[src/rtl/instruction_fetch_if.sv]
// Program-memory read port and decoded-bundle handoff between the fetch unit
// and its neighbours (memory, execute redirect, decoder).
interface instruction_fetch_if;
    logic        mem_rd;
    logic [15:0] mem_addr;
    logic [15:0] mem_rdata;
    logic        mem_ready;
    logic        pc_load;
    logic [15:0] pc_new;
    logic        take;
    logic        bundle_valid;
    logic [15:0] ir;
    logic [15:0] src_ext;
    logic [15:0] dst_ext;
    logic        has_src_ext;
    logic        has_dst_ext;
    logic [15:0] inst_pc;
    logic [15:0] next_pc;

    modport master (
        output mem_rd, mem_addr, bundle_valid, ir, src_ext, dst_ext,
               has_src_ext, has_dst_ext, inst_pc, next_pc,
        input  mem_rdata, mem_ready, pc_load, pc_new, take
    );

    modport slave (
        input  mem_rd, mem_addr, bundle_valid, ir, src_ext, dst_ext,
               has_src_ext, has_dst_ext, inst_pc, next_pc,
        output mem_rdata, mem_ready, pc_load, pc_new, take
    );
endinterface

[src/rtl/instruction_fetch.sv]
// MSP430 instruction fetch: loads the reset vector, then gathers opcode plus
// extension words into one bundle for the decoder.
//
// state      | meaning
// VECTOR     | read RESET_VECTOR word to seed the PC
// FETCH_OP   | read opcode word at PC, pre-decode extension count
// FETCH_EXT1 | read first extension word
// FETCH_EXT2 | read second extension word (always destination)
// HOLD       | bundle presented until taken
module instruction_fetch #(
    parameter logic [15:0] RESET_VECTOR = 16'hFFFE
) (
    input  logic clk,
    input  logic rst,
    instruction_fetch_if.master bus
);
    typedef enum logic [2:0] {
        VECTOR,
        FETCH_OP,
        FETCH_EXT1,
        FETCH_EXT2,
        HOLD
    } state_t;

    localparam logic [15:0] VEC_ADDR = RESET_VECTOR & 16'hFFFE;

    state_t      state;
    logic [15:0] pc;
    logic        need_src;
    logic        need_dst;
    logic        op_src;
    logic        op_dst;
    logic [15:0] pc_inc;
    logic [15:0] load_pc;
    logic [15:0] vec_pc;

    // Indexed/symbolic/absolute (As=01, not the R3 constant generator) and
    // immediate (As=11 on PC) source modes carry an extension word.
    function automatic logic as_ext(input logic [1:0] as_mode, input logic [3:0] reg_n);
        return ((as_mode == 2'b01) && (reg_n != 4'd3)) ||
               ((as_mode == 2'b11) && (reg_n == 4'd0));
    endfunction

    always_comb begin
        op_src = 1'b0;
        op_dst = 1'b0;
        if (bus.mem_rdata[15:14] != 2'b00) begin
            op_src = as_ext(bus.mem_rdata[5:4], bus.mem_rdata[11:8]);
            op_dst = bus.mem_rdata[7];
        end else if (bus.mem_rdata[15:10] == 6'b000100) begin
            op_src = as_ext(bus.mem_rdata[5:4], bus.mem_rdata[3:0]);
        end
    end

    assign pc_inc  = pc + 16'd2;
    assign load_pc = bus.pc_new & 16'hFFFE;
    assign vec_pc  = bus.mem_rdata & 16'hFFFE;

    always_ff @(posedge clk) begin
        if (rst) begin
            state            <= VECTOR;
            pc               <= '0;
            need_src         <= 1'b0;
            need_dst         <= 1'b0;
            bus.mem_rd       <= 1'b0;
            bus.mem_addr     <= '0;
            bus.bundle_valid <= 1'b0;
            bus.ir           <= '0;
            bus.src_ext      <= '0;
            bus.dst_ext      <= '0;
            bus.has_src_ext  <= 1'b0;
            bus.has_dst_ext  <= 1'b0;
            bus.inst_pc      <= '0;
            bus.next_pc      <= '0;
        end else if (bus.pc_load && (state != VECTOR)) begin
            state            <= FETCH_OP;
            pc               <= load_pc;
            bus.mem_rd       <= 1'b1;
            bus.mem_addr     <= load_pc;
            bus.bundle_valid <= 1'b0;
        end else begin
            case (state)
                VECTOR: begin
                    // The request is raised one cycle after reset releases.
                    if (!bus.mem_rd) begin
                        bus.mem_rd   <= 1'b1;
                        bus.mem_addr <= VEC_ADDR;
                    end else if (bus.mem_ready) begin
                        pc           <= vec_pc;
                        bus.mem_addr <= vec_pc;
                        state        <= FETCH_OP;
                    end
                end
                FETCH_OP: begin
                    if (bus.mem_ready) begin
                        bus.ir          <= bus.mem_rdata;
                        bus.inst_pc     <= pc;
                        pc              <= pc_inc;
                        bus.src_ext     <= '0;
                        bus.dst_ext     <= '0;
                        bus.has_src_ext <= 1'b0;
                        bus.has_dst_ext <= 1'b0;
                        need_src        <= op_src;
                        need_dst        <= op_dst;
                        if (op_src || op_dst) begin
                            state        <= FETCH_EXT1;
                            bus.mem_addr <= pc_inc;
                        end else begin
                            state            <= HOLD;
                            bus.mem_rd       <= 1'b0;
                            bus.bundle_valid <= 1'b1;
                            bus.next_pc      <= pc_inc;
                        end
                    end
                end
                FETCH_EXT1: begin
                    if (bus.mem_ready) begin
                        pc <= pc_inc;
                        if (need_src) begin
                            bus.src_ext     <= bus.mem_rdata;
                            bus.has_src_ext <= 1'b1;
                        end else begin
                            bus.dst_ext     <= bus.mem_rdata;
                            bus.has_dst_ext <= 1'b1;
                        end
                        if (need_src && need_dst) begin
                            state        <= FETCH_EXT2;
                            bus.mem_addr <= pc_inc;
                        end else begin
                            state            <= HOLD;
                            bus.mem_rd       <= 1'b0;
                            bus.bundle_valid <= 1'b1;
                            bus.next_pc      <= pc_inc;
                        end
                    end
                end
                FETCH_EXT2: begin
                    if (bus.mem_ready) begin
                        pc               <= pc_inc;
                        bus.dst_ext      <= bus.mem_rdata;
                        bus.has_dst_ext  <= 1'b1;
                        state            <= HOLD;
                        bus.mem_rd       <= 1'b0;
                        bus.bundle_valid <= 1'b1;
                        bus.next_pc      <= pc_inc;
                    end
                end
                HOLD: begin
                    if (bus.take) begin
                        state            <= FETCH_OP;
                        bus.mem_rd       <= 1'b1;
                        bus.mem_addr     <= pc;
                        bus.bundle_valid <= 1'b0;
                    end
                end
                default: state <= VECTOR;
            endcase
        end
    end
endmodule

[src/flat_wrapper.sv]
// flat-port wrapper written by rule: the top's interface ports become plain ports
module instruction_fetch_flat 
#(
    parameter logic [15:0] RESET_VECTOR = 16'hFFFE
)
  (clk, rst, bus_mem_rd, bus_mem_addr, bus_bundle_valid, bus_ir, bus_src_ext, bus_dst_ext, bus_has_src_ext, bus_has_dst_ext, bus_inst_pc, bus_next_pc, bus_mem_rdata, bus_mem_ready, bus_pc_load, bus_pc_new, bus_take);
  instruction_fetch_if bus_i ();
  input  logic clk;
  input  logic rst;
  output wire logic [$bits(bus_i.mem_rd)-1:0] bus_mem_rd;
  output wire logic [$bits(bus_i.mem_addr)-1:0] bus_mem_addr;
  output wire logic [$bits(bus_i.bundle_valid)-1:0] bus_bundle_valid;
  output wire logic [$bits(bus_i.ir)-1:0] bus_ir;
  output wire logic [$bits(bus_i.src_ext)-1:0] bus_src_ext;
  output wire logic [$bits(bus_i.dst_ext)-1:0] bus_dst_ext;
  output wire logic [$bits(bus_i.has_src_ext)-1:0] bus_has_src_ext;
  output wire logic [$bits(bus_i.has_dst_ext)-1:0] bus_has_dst_ext;
  output wire logic [$bits(bus_i.inst_pc)-1:0] bus_inst_pc;
  output wire logic [$bits(bus_i.next_pc)-1:0] bus_next_pc;
  input wire logic [$bits(bus_i.mem_rdata)-1:0] bus_mem_rdata;
  input wire logic [$bits(bus_i.mem_ready)-1:0] bus_mem_ready;
  input wire logic [$bits(bus_i.pc_load)-1:0] bus_pc_load;
  input wire logic [$bits(bus_i.pc_new)-1:0] bus_pc_new;
  input wire logic [$bits(bus_i.take)-1:0] bus_take;
  assign bus_mem_rd = bus_i.mem_rd;
  assign bus_mem_addr = bus_i.mem_addr;
  assign bus_bundle_valid = bus_i.bundle_valid;
  assign bus_ir = bus_i.ir;
  assign bus_src_ext = bus_i.src_ext;
  assign bus_dst_ext = bus_i.dst_ext;
  assign bus_has_src_ext = bus_i.has_src_ext;
  assign bus_has_dst_ext = bus_i.has_dst_ext;
  assign bus_inst_pc = bus_i.inst_pc;
  assign bus_next_pc = bus_i.next_pc;
  assign bus_i.mem_rdata = bus_mem_rdata;
  assign bus_i.mem_ready = bus_mem_ready;
  assign bus_i.pc_load = bus_pc_load;
  assign bus_i.pc_new = bus_pc_new;
  assign bus_i.take = bus_take;
  instruction_fetch #(.RESET_VECTOR(RESET_VECTOR)) u_core (.clk(clk), .rst(rst), .bus(bus_i));
endmodule
[config.mk]
export PLATFORM = sky130hd
export DESIGN_NAME = instruction_fetch_flat
export DESIGN_NICKNAME = d
export VERILOG_FILES = /design/src/rtl/instruction_fetch_if.sv /design/src/rtl/instruction_fetch.sv /design/src/flat_wrapper.sv
export SDC_FILE = /design/constraint.sdc
export NUM_CORES = 1
export LEC_CHECK = 0
export ABC_AREA = 1
export CAP_MARGIN = 30
export CORE_MARGIN = 3
export CORE_UTILIZATION = 46
export CTS_CLUSTER_SIZE = 16
export DETAILED_ROUTE_END_ITERATION = 10
export GPL_TIMING_DRIVEN = 0
export PLACE_DENSITY = 0.86
export SLEW_MARGIN = 20
export SYNTH_ARGS = -nofsm -noshare
export SYNTH_HDL_FRONTEND = slang
export SYNTH_SLANG_ARGS = --single-unit
export TNS_END_PERCENT = 1
[constraint.sdc]
create_clock -name clk -period 1.7 [get_ports clk]
set_input_delay 0.34 -clock clk [delete_from_list [all_inputs] [get_ports clk]]
set_output_delay 0.34 -clock clk [all_outputs]
set_load 0.005 [all_outputs]
Yosys cells after proc, flatten, opt, wreduce, memory -nomap -nowiden
Cells that the tools add are included.
{"block": "totals", "regBits": 121, "out_inout_bits": 100, "word_cells": 150}
{"block": "classes", "addsub": 1, "eq_ne": 35, "n_mux": 60, "bitwise_logic": 1, "n_reduce_logical": 36}
{"operator": "16-bit 2-to-1 mux", "n": 21}
{"operator": "16-bit one-hot mux with 3 select lines", "n": 2}
{"operator": "16-bit one-hot mux with 2 select lines", "n": 2}
{"operator": "16-bit one-hot mux with 4 select lines", "n": 1}
{"operator": "7-bit AND reduction", "n": 5}
{"operator": "3-bit 2-to-1 mux", "n": 8}
{"operator": "1-bit 2-to-1 mux", "n": 21}
{"operator": "3-bit by 2-bit inequality test with 1-bit output (second input constant)", "n": 7}
{"operator": "6-bit AND reduction", "n": 3}
{"operator": "16-bit by 2-bit adder with 16-bit output (second input constant)", "n": 1}
{"operator": "2-bit inequality test (second input constant)", "n": 8}
{"operator": "3-bit one-hot mux with 5 select lines", "n": 1}
{"operator": "3-bit by 1-bit inequality test with 1-bit output (second input constant)", "n": 4}
{"operator": "2-bit by 1-bit inequality test with 1-bit output (second input constant)", "n": 5}
{"operator": "3-bit nonzero test", "n": 3}
{"operator": "4-bit logical NOT", "n": 2}
{"operator": "4-bit by 2-bit inequality test with 1-bit output (second input constant)", "n": 2}
{"operator": "4-bit AND reduction", "n": 2}
{"operator": "4-bit nonzero test", "n": 2}
{"operator": "3-bit by 2-bit == test with 1-bit output (second input constant)", "n": 2}
{"operator": "6-bit by 3-bit == test with 1-bit output (second input constant)", "n": 1}
{"operator": "1-bit logical AND", "n": 6}
{"operator": "2-bit nonzero test", "n": 3}
{"operator": "6-bit nonzero test", "n": 1}
{"operator": "other kinds (18)", "n": 20}

Longest topological paths before layout
Gate-level depths: netlist (run 1).
{"block": "depth", "depth_word": 10, "ltp_mapped": 15}

Worst setup path after synthesis (run 1)
Ideal clock, no wire load.
{"block": "synth_path", "path_kind": "register -> register", "start": "register u_core.pc[1]", "end": "register u_core.bus.mem_addr[15]", "setup_time_ns": 0.111, "arrival_time_ns": 1.567, "t_required_ns": 1.589, "path_slack_ns": 0.021, "stages_incl_launch_ff": 15, "path_buffers": 0, "synth_period_minus_slack_ns": 1.679, "cell_sequence": "dfxtp_1 -> ha_1 -> nand3_1 -> inv_1 -> nand2_1 -> nor2_1 -> nand2_1 -> nand2_1 -> nand2_1 -> nand2_1 -> nand2_1 -> nand2_1 -> nand2_1 -> nor2_1 -> nor2_1"}
{"block": "synth_between", "elab_chain_cells": 5, "elab_cells_between_ends": 7, "cone_classes": "add/sub: 1; mux: 6"}
{"item": "from (decl)", "line": "instruction_fetch.sv:28", "rtl": "logic [15:0] pc;"}
{"item": "from (signal assigned)", "line": "instruction_fetch.sv:77", "rtl": "pc <= load_pc;"}
{"item": "from (signal assigned)", "line": "instruction_fetch.sv:89", "rtl": "pc <= vec_pc;"}
{"item": "from (signal assigned)", "line": "instruction_fetch.sv:98", "rtl": "pc <= pc_inc;"}
{"item": "16-bit by 2-bit adder with 16-bit output (*)", "line": "instruction_fetch.sv:55", "rtl": "assign pc_inc = pc + 16'd2;"}
{"item": "16-bit 2-to-1 mux (on tied branches)", "line": "instruction_fetch.sv:126, instruction_fetch.sv:105"}
{"item": "16-bit 2-to-1 mux (on tied branches)", "line": "instruction_fetch.sv:117, instruction_fetch.sv:95"}
{"item": "16-bit one-hot mux with 4 select lines (*)", "line": "instruction_fetch.sv:82", "rtl": "case (state)"}
{"item": "16-bit 2-to-1 mux (*)", "line": "instruction_fetch.sv:75", "rtl": "end else if (bus.pc_load && (state != VECTOR)) begin"}
{"item": "to (signal assigned)", "line": "instruction_fetch.sv:79", "rtl": "bus.mem_addr <= load_pc;"}
{"item": "to (signal assigned)", "line": "instruction_fetch.sv:90", "rtl": "bus.mem_addr <= vec_pc;"}
{"item": "to (signal assigned)", "line": "instruction_fetch.sv:128", "rtl": "bus.mem_addr <= pc_inc;"}
{"item": "to (decl)", "line": "instruction_fetch_if.sv:21", "rtl": "output mem_rd, mem_addr, bundle_valid, ir, src_ext, dst_ext,"}
Mark *: on every way between the ends. The rest lies on a longest branch, timed or not. The select of a mux whose other input is x is not followed.
A chain may end at the register's enable or synchronous reset.

Final worst setup path (run 1)
{"block": "layout_path", "start": "register u_core.state[1]", "end": "register u_core.bus.next_pc[1] (netlist bit)"}
{"block": "layout_between", "elab_chain_cells": 4, "elab_cells_between_ends": 14, "cone_classes": "eq/ne: 8; mux: 1; bitwise: 1; reduce/logical: 4"}
{"item": "from (decl)", "line": "instruction_fetch.sv:27", "rtl": "state_t state;"}
{"item": "from (signal assigned)", "line": "instruction_fetch.sv:61", "rtl": "state <= VECTOR;"}
{"item": "from (signal assigned)", "line": "instruction_fetch.sv:76", "rtl": "state <= FETCH_OP;"}
{"item": "from (signal assigned)", "line": "instruction_fetch.sv:91", "rtl": "state <= FETCH_OP;"}
{"item": "branches (longest 4 deep; another with 7-bit AND reduction)"}
{"item": "to (signal assigned)", "line": "instruction_fetch.sv:112", "rtl": "bus.next_pc <= pc_inc;"}
{"item": "to (signal assigned)", "line": "instruction_fetch.sv:133", "rtl": "bus.next_pc <= pc_inc;"}
{"item": "to (signal assigned)", "line": "instruction_fetch.sv:145", "rtl": "bus.next_pc <= pc_inc;"}
{"item": "to (decl)", "line": "instruction_fetch_if.sv:22", "rtl": "has_src_ext, has_dst_ext, inst_pc, next_pc,"}
Several ways; the timed one is not identified.

==> results of run 1 <==
[placed cells by master, fill, tap and decap left out, types with 3 or more instances in the layout]
master | synthesis | routed
nand2_1 | 255 | 239
clkdlybuf4s50_1 | 0 | 118
dfxtp_1 | 121 | 106
inv_1 | 102 | 96
a21oi_1 | 91 | 88
nor2_1 | 66 | 56
o21ai_0 | 67 | 51
buf_4 | 2 | 33
inv_2 | 22 | 21
o21ai_1 | 3 | 19
clkbuf_16 | 0 | 19
nand3_1 | 20 | 18
o211ai_1 | 18 | 18
clkbuf_1 | 22 | 14
nand2_2 | 4 | 14
clkbuf_2 | 0 | 13
a31oi_1 | 12 | 12
nor2_4 | 3 | 10
nand3b_1 | 10 | 10
buf_6 | 4 | 9
dfxtp_2 | 0 | 9
nand2_4 | 1 | 7
nand3_2 | 9 | 7
nor2_2 | 4 | 7
inv_6 | 0 | 6
nand3_4 | 2 | 6
dlygate4sd2_1 | 0 | 6
dfxtp_4 | 0 | 6
a21oi_2 | 2 | 5
clkinvlp_4 | 0 | 5
xor2_1 | 6 | 4
nand4_1 | 4 | 4
bufinv_16 | 0 | 4
clkbuf_4 | 0 | 3
buf_2 | 14 | 3
[per-stage QoR]
step / setup WS (ns) / total power, uW / area (um^2)
after CTS: -0.008124 / 14050 / 8305
final: -0.07336 / 15110 / 8723
after detailed placement: -0.8117 / 9800 / 7496
after global placement: -0.7679 / 9700 / 7496
after global routing: -0.1460 / 15820 / 8723
after floorplan: 0.02135 / 7550 / 5944
[state kept, by name, indices dropped and copies added (netlist names), 3 cells and up]
| name | cells |
|---|---|
| u_core.bus.mem_addr | 16 |
| u_core.pc | 16 |
| u_core.bus.inst_pc | 16 |
| u_core.state | 3 |
| u_core.bus.dst_ext | 16 |
| u_core.bus.next_pc | 16 |
| u_core.bus.ir | 16 |
| u_core.bus.src_ext | 16 |
[repair_timing]
item | CTS | global route
setup endpoints to repair | 116 | 113
pin swaps | 7 | 27
setup buffers | 9 | 20
gates resized for setup | 51 | 130
cloned | 0 | 2
[final timing paths]
path | from | end | slack [ns] | cells after the start
worst max register to register | u_core.state[1]$_SDFFE_PP0P_ | u_core.bus.next_pc[1]$_SDFFE_PP0P_ | -0.07 | 14
worst min-delay path | bus_mem_rdata[2] | u_core.bus.src_ext[2]$_SDFFE_PP0P_ | 0.29 | 3
worst max-delay path | u_core.state[1]$_SDFFE_PP0P_ | u_core.bus.next_pc[1]$_SDFFE_PP0P_ | -0.07 | 14
worst min register to register | u_core.bus.inst_pc[3]$_SDFFE_PP0P_ | u_core.bus.inst_pc[3]$_SDFFE_PP0P_ | 0.44 | 2
[metal layers]
metal | vias up | track usage [%]
met3 | 114 | 6.645
li1 | 3167 | -
met5 | - | 0
met1 | 3113 | 37.11
met4 | 0 | 16.32
met2 | 441 | 44.92
[worst register-to-register path, delay by kind of cell, from the launching register on]
family	cells	cell delay (ns)
DFF	1	0.38
and+or+nand+nor	8	0.81
buffers and inverters	6	0.45
[power by group through the flow]
stage | Sequential [uW] | Combinational (uW) | Clock, uW
floorplan | 3970 | 3580 | 0
global placement | 4060 | 5640 | 0
detailed placement | 4080 | 5720 | 0
CTS | 4090 | 6040 | 3910
global route | 4230 | 7570 | 4020
finish | 4160 | 7040 | 3920
[synth_stat cells, drive strengths merged]
library cell,number,area share [%]
xnor2,1,0.15
buf,20,2.2
a211oi,1,0.13
o211ai,18,2.3
o21bai,1,0.13
a21oi,94,8.2
nand2,260,17
o21ai,70,5.9
nor2,74,5.5
o22ai,1,0.11
a31oi,12,1.3
a22oi,2,0.25
nand3,31,3.8
xor2,6,0.88
and2,2,0.21
dfxtp,121,41
or2,2,0.21
inv,124,7.8
nand4,4,0.42
clkbuf,22,1.4
nand3b,10,1.3
ha,1,0.21
nor3,1,0.084
o221ai,1,0.15
[final cells by class]
| type | count | share of cell area, % |
|---|---|---|
| sequential | 121 | 28.16 |
| clock inverter | 13 | 2.194 |
| tap | 168 | 2.410 |
| clock buffer | 19 | 5.077 |
| buffer | 41 | 3.213 |
| multi-input combinational | 592 | 35.00 |
| inverter | 124 | 5.651 |
| timing repair buffer | 165 | 18.30 |
[logic make-up (layout without fill, tap and decap cells)]
logic type                 Yosys count  after routing
and+or+nand+nor                    384            384
DFF                                121            121
AOI/OAI and AO/OA                  200            200
xor gates and xnor gates             7              7
buffers and inverters              166            362
adders and majority gates            1              1
==> flow_metrics.env, run 1 <==
export IMPL_fill_cells=972
export IMPL_numPortBuffers=134
export IMPL_synth_compound_area_share_pct=18.42
export IMPL_utilization_pct=70.85
export IMPL_swShare_pct=40.31
export IMPL_critical_path_max_stage_delay_ns=0.38
export IMPL_cts_tree="yes"
export IMPL_drv_slew=0
export IMPL_wl_met2_um=10110
export IMPL_crit_type="reg2reg"
export IMPL_required_ns=2.01
export IMPL_seq_area_um2=2456
export IMPL_synth_simple_area_share_pct=28.18
export IMPL_fin_setup_tns_ns=-0.6762
export IMPL_critPathCaptureType="flop"
export IMPL_cts_buffer_depth=2
export IMPL_clk_pin_slew_ns=0.06
export IMPL_synthCells=879
export IMPL_die_w_um=119.7
export IMPL_final_hold_viol_count=0
export IMPL_pwr_share_seq_pct=27.5
export IMPL_clockPowerShare_pct=25.9
export IMPL_wl_met1_um=8549
export IMPL_outcome="complete, but fails checks"
export IMPL_drtIter0Drc=851
export IMPL_cts_root_buffer="clkbuf_16"
export IMPL_fin_crit_sh_pct=104.3
export IMPL_p_int_uw=9020
export IMPL_skew_ns=0.01173
export IMPL_nets=1100
export IMPL_fin_cells=1243
export IMPL_row_count=40
export IMPL_synthAdderAreaFrac_pct=0.2105
export IMPL_crit_path_start_kind="flop"
export IMPL_synth_xor_area_share_pct=1.031
export IMPL_violations="setup timing"
export IMPL_max_slew_margin_pct=59.19
export IMPL_grt_pass1_vias=6371
export IMPL_ir_worst_vdd_mv=1.083
export IMPL_cp_arrival_ns=2.09
export IMPL_dpl_hpwl_um=14930
export IMPL_multi_input_area_um2=3053
export IMPL_rsz0062_at_grt="yes"
export IMPL_highest_layer="met4"
export IMPL_syn_nets=917
export IMPL_hp_class="in2reg"
export IMPL_antenna_cells=0
export IMPL_chipHeight_um=119.7
export IMPL_htree_levels=4
export IMPL_fp_dieArea_um2=14320
export IMPL_route_vias_total=6835
export IMPL_combPwrFrac_pct=46.6
export IMPL_coreArea_um2=12310
export IMPL_whs_ns=0.2903
export IMPL_critPathTopFamily="simple AND/OR/NAND/NOR gates"
export IMPL_grt_pass1_wl_um=32840
export IMPL_start_util_pct=48.28
export IMPL_antenna_found_initial=0
export IMPL_path_cells="inv_6, nor2_4, nand2_4, nor2_4, inv_2, nor2_4, inv_2, nand2_4, nor2_8, inv_6, buf_8, nand2_1, inv_2, nor2_1"
export IMPL_io_pins=137
export IMPL_place_gp_congestion=0.9967
export IMPL_clock_fmax_mhz=563.9
export IMPL_synth_seq_area_share_pct=40.75
export IMPL_yosysWarnings=0
export IMPL_layout_min_cycle_time_ns=1.773
export IMPL_worst_slew_pin_slew_ns=0.6121
export IMPL_first_pass_iters=6
export IMPL_post_drt_wl_per_cell_um=17.82
export IMPL_areaGrowthSynthToFinish_pct=46.75
export IMPL_place_inst=1181
export IMPL_synthMuxAreaShare_pct=0
export IMPL_cts_inserted_buffers=17
export IMPL_critPathMaxFanout=8
export IMPL_synth_distinct_cells=38
export IMPL_cp_num_buf_inv=6
export IMPL_grt_start_max_net_pins=17
export IMPL_final_layout_size_suffix_gt1_share_pct=18.88
export IMPL_syn_avg_cell_area_um2=6.763
export IMPL_p_per_area_nw_per_um2=1732
export IMPL_drtAntennaViolNets=0
export IMPL_switching_power_uw=6091
export IMPL_finalWorstSetupSlack_ns=-0.07336
export IMPL_cts_sinks=121
export IMPL_p_leak_uw=0.003552
export IMPL_gr_usage_all_layers_pct=28.96
export IMPL_synth_top_family_by_area="simple AND/OR/NAND/NOR gates"
export IMPL_route_met3_wl_um=2329
export IMPL_drv_cap=0
export IMPL_netlist_area_um2=5944
export IMPL_ys_ff_latch=121
export IMPL_gr_total_overflow=0
export IMPL_crit_path_top_delay_cell="dfxtp_4"
export IMPL_routed_wl_um=22150
export IMPL_cts_hold_buffers_added=0
export IMPL_clk_latency_ns=0.42
export IMPL_post_drt_via_cell_ratio=5.499
export IMPL_setup_violations=14
export IMPL_remaining_drc_errors=0
No activity file was read; power rests on OpenSTA's default activity.
==> run 2, diff against run 1 <==
--- a/config.mk
+++ b/config.mk
@@ -13,6 +13,7 @@
 export DETAILED_ROUTE_END_ITERATION = 10
 export GPL_TIMING_DRIVEN = 0
 export PLACE_DENSITY = 0.86
+export SETUP_SLACK_MARGIN = 0.15
 export SLEW_MARGIN = 20
 export SYNTH_ARGS = -nofsm -noshare
 export SYNTH_HDL_FRONTEND = slang
==> run 2 against run 1 <==
The run now ends clean. Global-route usage is 0.66 points higher. Non-clock buffer count up 13. Cell count grew 1.0%. Critical path depth fell by 6. Clock skew shrank 0.0030 ns. Register-to-register slack better by 0.09 ns. Die area unchanged. Routed wire length is 0.73% lower. Utilization increased by 1.1 points. Power is 0.70% higher. Clock power is 6.1% lower. Critical path type unchanged. Critical endpoint is now u_core.bus.mem_addr[4]$_SDFFE_PP0P_.
==> flow_metrics.env, run 2 (same netlist as run 1, synthesis figures left out) <==
export IMPL_setup_violations=0
export IMPL_p_leak_uw=0.003614
export IMPL_skew_ns=0.008723
export IMPL_cts_sinks=121
export IMPL_most_common_layout_cells="nand2_1, clkdlybuf4s50_1, dfxtp_1"
export IMPL_cts_hold_buffers_added=0
export IMPL_areaGrowthSynthToFinish_pct=48.94
export IMPL_fin_crit_sh_pct=99.31
export IMPL_drv_slew=0
export IMPL_critPathTopFamily="simple AND/OR/NAND/NOR gates"
export IMPL_fill_cells=966
export IMPL_htree_levels=4
export IMPL_cts_inserted_buffers=17
export IMPL_required_ns=2.02
export IMPL_start_util_pct=48.28
export IMPL_cpMostUsedCell="nand2_1"
export IMPL_max_slew_margin_pct=57.66
export IMPL_final_layout_size_suffix_gt1_share_pct=20.86
export IMPL_grt_pass1_wl_um=33450
export IMPL_chipHeight_um=119.7
export IMPL_final_common_cell="nand2_1"
export IMPL_routed_wl_um=21980
export IMPL_nets=1113
export IMPL_fin_setup_tns_ns=0
export IMPL_worst_slew_pin_slew_ns=0.6351
export IMPL_post_drt_wl_per_cell_um=17.50
export IMPL_fp_dieArea_um2=14320
export IMPL_gr_total_overflow=0
export IMPL_ir_worst_vdd_mv=1.050
export IMPL_switching_power_uw=6110
export IMPL_crit_path_start_kind="flop"
export IMPL_route_vias_total=6854
export IMPL_layout_min_cycle_time_ns=1.688
export IMPL_critical_path_max_stage_delay_ns=0.39
export IMPL_clockPowerShare_pct=24.2
export IMPL_dpl_hpwl_um=14810
export IMPL_cts_root_buffer="clkbuf_16"
export IMPL_hp_class="in2reg"
export IMPL_drtAntennaViolNets=0
export IMPL_clk_latency_ns=0.43
export IMPL_post_drt_via_cell_ratio=5.457
export IMPL_path_cells="nand2_1, nor2_4, xor2_2, o22ai_2, o21ai_1, nand2_1, nor2_2, nor2_1"
export IMPL_antenna_found_initial=0
export IMPL_io_pins=137
export IMPL_p_per_area_nw_per_um2=1719
export IMPL_row_count=40
export IMPL_place_gp_congestion=0.9906
export IMPL_critPathCaptureType="flop"
export IMPL_pwr_share_seq_pct=27.2
export IMPL_die_w_um=119.7
export IMPL_gr_usage_all_layers_pct=29.62
export IMPL_grt_start_max_net_pins=17
export IMPL_rsz0062_at_grt="yes"
export IMPL_grt_pass1_vias=6449
export IMPL_remaining_drc_errors=0
export IMPL_cp_num_buf_inv=0
export IMPL_clk_pin_slew_ns=0.06
export IMPL_drtIter0Drc=715
export IMPL_coreArea_um2=12310
export IMPL_drv_cap=0
export IMPL_cp_arrival_ns=2.01
export IMPL_outcome="completed"
export IMPL_p_int_uw=9108
export IMPL_preCtsSetupSlack_ns=-0.8182
export IMPL_final_hold_viol_count=0
export IMPL_antenna_cells=0
export IMPL_crit_type="reg2reg"
export IMPL_cts_buffer_depth=2
export IMPL_numPortBuffers=134
export IMPL_critPathMaxFanout=6
export IMPL_finalWorstSetupSlack_ns=0.01169
export IMPL_swShare_pct=40.15
export IMPL_clock_fmax_mhz=592.3
export IMPL_first_pass_iters=6
export IMPL_crit_path_top_delay_cell="dfxtp_4"
export IMPL_combPwrFrac_pct=48.6
export IMPL_cts_tree="yes"
==> run 2: cell count changes in the layout (fill, tap and decap cells not counted), sizes merged, moves of 3 or more <==
cell	before	now
buf	49	67
clkbuf	50	47
clkdlybuf4s15	1	4
clkinv	3	7
inv	125	122
==> run 2: worst paths after layout <==
check	end	depth (start not counted)	slack (ns)	start
worst max-delay path	u_core.bus.mem_addr[4]$_SDFFE_PP0P_	8	0.01	u_core.pc[2]$_SDFFE_PP0P_
worst min-delay path	u_core.bus.dst_ext[0]$_SDFFE_PP0P_	3	0.23	bus_mem_rdata[0]
worst max register to register	u_core.bus.mem_addr[4]$_SDFFE_PP0P_	8	0.01	u_core.pc[2]$_SDFFE_PP0P_
worst min register to register	u_core.bus.inst_pc[12]$_SDFFE_PP0P_	2	0.44	u_core.bus.inst_pc[12]$_SDFFE_PP0P_
==> run 2: layout make-up <==
cell class | count | area, um^2 | area share, %
plain buffers | 42 | 315.3 | 3.561
clock buffers | 21 | 450.4 | 5.088
clock inverters | 11 | 147.6 | 1.668
inverters | 124 | 500.5 | 5.653
multi-input cells | 592 | 3107 | 35.09
flip-flops and latches | 121 | 2455 | 27.73
well taps | 168 | 210.2 | 2.374
repair buffers | 177 | 1668 | 18.84
==> run 2: power groups by stage <==
stage	sequential, uW	clock (uW)	combinational [uW]
floorplan	3970	0	3590
global placement	4060	0	5660
detailed placement	4080	0	5710
CTS	4070	3680	6540
global route	4220	3780	7980
finish	4140	3680	7400
==> run 2: timing repair <==
action,in CTS,in global routing
cloned,2,2
pin swaps,15,30
gates resized for setup,113,103
setup buffers,25,14
setup endpoints to repair,220,220
==> run 2: layer usage <==
| metal | track usage [%] | up-vias | share of wire, % |
|---|---|---|---|
| met5 | 0 | - | 0 |
| met4 | 15.75 | 0 | 5.2 |
| met3 | 6.503 | 105 | 9.9 |
| met2 | 47.32 | 407 | 46 |
| met1 | 37.39 | 3134 | 39 |
| li1 | - | 3208 | - |
==> run 2: tightest hold or removal path: cells and delay by family <==
family | cells | cell delay (ns)
buffers and inverters | 1 | 0.14
and+or+nand+nor | 1 | 0.08
AOI/OAI and AO/OA | 1 | 0.05
==> run 2: metrics by stage <==
| stage | area, um^2 | cells | power, uW | hold WS [ns] | util, % |
|---|---|---|---|---|---|
| 2_1_floorplan | 5958 | 879 | 7556 | 0.4402 | - |
| 3_3_place_gp | 7510 | 1181 | 9722 | 0.4318 | 61.00 |
| 3_5_place_dp | 7510 | 1181 | 9790 | 0.4350 | 61.00 |
| 4_1_cts | 8577 | 1240 | 14290 | 0.3682 | 69.66 |
| 5_1_grt | 8853 | 1256 | 15980 | 0.2442 | 71.91 |
| 6_report | 8853 | 1256 | 15220 | 0.2327 | 71.91 |
==> run 3, diff against run 2 <==
--- a/config.mk
+++ b/config.mk
@@ -11,7 +11,6 @@
 export CORE_UTILIZATION = 46
 export CTS_CLUSTER_SIZE = 16
 export DETAILED_ROUTE_END_ITERATION = 10
-export GPL_TIMING_DRIVEN = 0
 export PLACE_DENSITY = 0.86
 export SETUP_SLACK_MARGIN = 0.15
 export SLEW_MARGIN = 20
==> run 3 against run 2 <==
The run now ends with setup timing left. Worst hold slack improved by 0.16 ns. Via count up 6.2%. First-iteration DRC count up 46%. Cell count increased by 2.3%. Global-route usage decreased by 0.65 points. Combinational power is essentially flat. Critical endpoint is now u_core.bus.mem_addr[9]$_SDFFE_PP0P_. Largest cell class unchanged. Highest routed layer unchanged.
==> flow_metrics.env, run 3 (same netlist as run 1, synthesis figures left out) <==
export IMPL_crit_path_top_delay_cell="dfxtp_4"
export IMPL_clk_pin_slew_ns=0.06
export IMPL_drtAntennaViolNets=0
export IMPL_drv_slew=0
export IMPL_cts_buffer_depth=2
export IMPL_fin_crit_sh_pct=106.3
export IMPL_hold_path_startpoint="bus_mem_rdata[0]"
export IMPL_critical_path_max_stage_delay_ns=0.37
export IMPL_clk_latency_ns=0.42
export IMPL_fp_dieArea_um2=14320
export IMPL_crit_type="reg2reg"
export IMPL_clock_fmax_mhz=553.3
export IMPL_ir_worst_vdd_mv=1.133
export IMPL_final_layout_size_suffix_gt1_share_pct=24.01
export IMPL_p_int_uw=8782
export IMPL_power_uw=14850
export IMPL_grt_pass1_wl_um=32850
export IMPL_final_hold_viol_count=0
export IMPL_use_met3_pct=6.692
export IMPL_pwr_share_seq_pct=27.5
export IMPL_remaining_drc_errors=0
export IMPL_cpMostUsedCell="nand3_4"
export IMPL_critPathCaptureType="flop"
export IMPL_dpl_hpwl_um=14600
export IMPL_post_drt_wl_per_cell_um=18.08
export IMPL_met1_usage_pct=37.93
export IMPL_drtIter0Drc=1044
export IMPL_chipHeight_um=119.7
export IMPL_drv_cap=0
export IMPL_most_common_layout_cells="nand2_1, dlymetal6s2s_1, inv_1"
export IMPL_clockPowerShare_pct=22.9
export IMPL_whs_ns=0.3969
export IMPL_coreArea_um2=12310
export IMPL_final_common_cell="nand2_1"
export IMPL_path_cells="buf_4, nand3_4, inv_1, nand4_1, nand3_4, buf_12, nand3b_1, nand2_1, nor2_1"
export IMPL_r2r_start="u_core.state[0]$_SDFFE_PP0P_"
export IMPL_hp_class="in2reg"
export IMPL_route_vias_total=7282
export IMPL_areaGrowthSynthToFinish_pct=58.79
export IMPL_busiest_layer="met2"
export IMPL_io_pins=137
export IMPL_switching_power_uw=6067
export IMPL_multi_input_area_um2=3119
export IMPL_p_per_area_nw_per_um2=1573
export IMPL_seq_area_um2=2466
export IMPL_critPathTopFamily="simple AND/OR/NAND/NOR gates"
export IMPL_skew_ns=0.007930
export IMPL_grt_start_max_net_pins=68
export IMPL_combPwrFrac_pct=49.7
export IMPL_grt_pass1_vias=6477
export IMPL_htree_levels=4
export IMPL_cp_num_buf_inv=3
export IMPL_setup_violations=3
export IMPL_antenna_found_initial=1
export IMPL_cts_tree="yes"
export IMPL_cts_inserted_buffers=17
export IMPL_worst_slew_pin_slew_ns=0.3298
export IMPL_numPortBuffers=135
export IMPL_first_pass_iters=6
export IMPL_layout_min_cycle_time_ns=1.807
export IMPL_place_gp_congestion=1.007
export IMPL_cts_root_buffer="clkbuf_16"
export IMPL_grt_met2_usage_pct=45.09
export IMPL_start_util_pct=48.28
export IMPL_required_ns=2.01
export IMPL_row_count=40
export IMPL_gr_total_overflow=0
export IMPL_gr_usage_all_layers_pct=28.97
export IMPL_critPathMaxFanout=17
export IMPL_cp_arrival_ns=2.11
export IMPL_rsz0062_at_grt="yes"
export IMPL_die_w_um=119.7
export IMPL_swShare_pct=40.86
export IMPL_critPathLaunch="u_core.state[0]$_SDFFE_PP0P_"
export IMPL_routed_wl_um=23230
export IMPL_violations="setup timing"
export IMPL_p_leak_uw=0.005552
export IMPL_fill_cells=788
export IMPL_post_drt_via_cell_ratio=5.667
export IMPL_outcome="complete, but fails checks"
export IMPL_cts_sinks=121
export IMPL_nets=1142
export IMPL_max_slew_margin_pct=77.92
export IMPL_finalWorstSetupSlack_ns=-0.1074
export IMPL_fin_setup_tns_ns=-0.1637
export IMPL_crit_path_start_kind="flop"
-- run 3: cell types whose count changed in the layout (fill, tap and decap cells not counted), moves of 11 or more --
cell and delta:
dfxtp_2 +12, dfxtp_1 -11, buf_4 +49, clkbuf_1 -16, dlymetal6s2s_1 +102, clkdlybuf4s50_1 -91
-- run 3: through the flow --
stage,cells,area (um^2),utilization (%),setup slack (ns)
2_1_floorplan,879,5958,-,0.1089
3_3_place_gp,1243,8193,66.54,-0.4592
3_5_place_dp,1243,8193,66.54,-0.5134
4_1_cts,1280,8865,72.00,0.01572
5_1_grt,1285,9439,76.67,-0.1654
6_report,1285,9439,76.67,-0.1074
-- run 3: repair_timing --
item	in CTS	in global routing
pin swaps	4	40
endpoints found under the setup margin	209	218
hold buffers	0	0
endpoints found under the hold margin	0	0
gates resized for setup	34	214
gates cloned	1	0
setup buffers	5	4
-- run 3: cell type report --
| cell class | count | area share (%) |
|---|---|---|
| Multi-Input combinational cell | 593 | 33.05 |
| Timing Repair Buffer | 247 | 27.44 |
| Sequential cell | 121 | 26.13 |
| Inverter | 124 | 5.249 |
| Clock buffer | 19 | 4.799 |
| Tap cell | 168 | 2.227 |
| Clock inverter | 12 | 1.087 |
| Antenna cell | 1 | 0.02651 |
-- run 3: power by group through the flow --
stage | Clock [uW] | Combinational (uW) | Sequential, uW
after CTS | 3420 | 6710 | 4010
after global placement | 0 | 6370 | 4000
after global routing | 3560 | 7950 | 4160
after detailed placement | 0 | 6460 | 4020
final | 3400 | 7370 | 4080
after floorplan | 0 | 3590 | 3970
-- run 3: worst reg2reg max path, stage by stage, from the launching register on --
cell and delay, ns:
dfxtp_4 0.37, buf_4 0.13, nand3_4 0.10, inv_1 0.18, nand4_1 0.26, nand3_4 0.17, buf_12 0.16, nand3b_1 0.13
nand2_1 0.12, nor2_1 0.07
-- run 3: final timing paths --
| kind | slack [ns] | to | depth (start not counted) |
|---|---|---|---|
| setup / recovery | -0.11 | u_core.bus.mem_addr[9]$_SDFFE_PP0P_ | 9 |
| hold / removal | 0.40 | u_core.bus.src_ext[0]$_SDFFE_PP0P_ | 4 |
| setup reg to reg | -0.11 | u_core.bus.mem_addr[9]$_SDFFE_PP0P_ | 9 |
| hold reg to reg | 0.44 | u_core.bus.inst_pc[12]$_SDFFE_PP0P_ | 2 |
-- run 3: routing by layer --
| metal | routed length [um] | share of wire (%) |
|---|---|---|
| met2 | 10600 | 46 |
| met4 | 1457 | 6.3 |
| met1 | 8642 | 37 |
| met3 | 2525 | 11 |
| met5 | 0 | 0 |
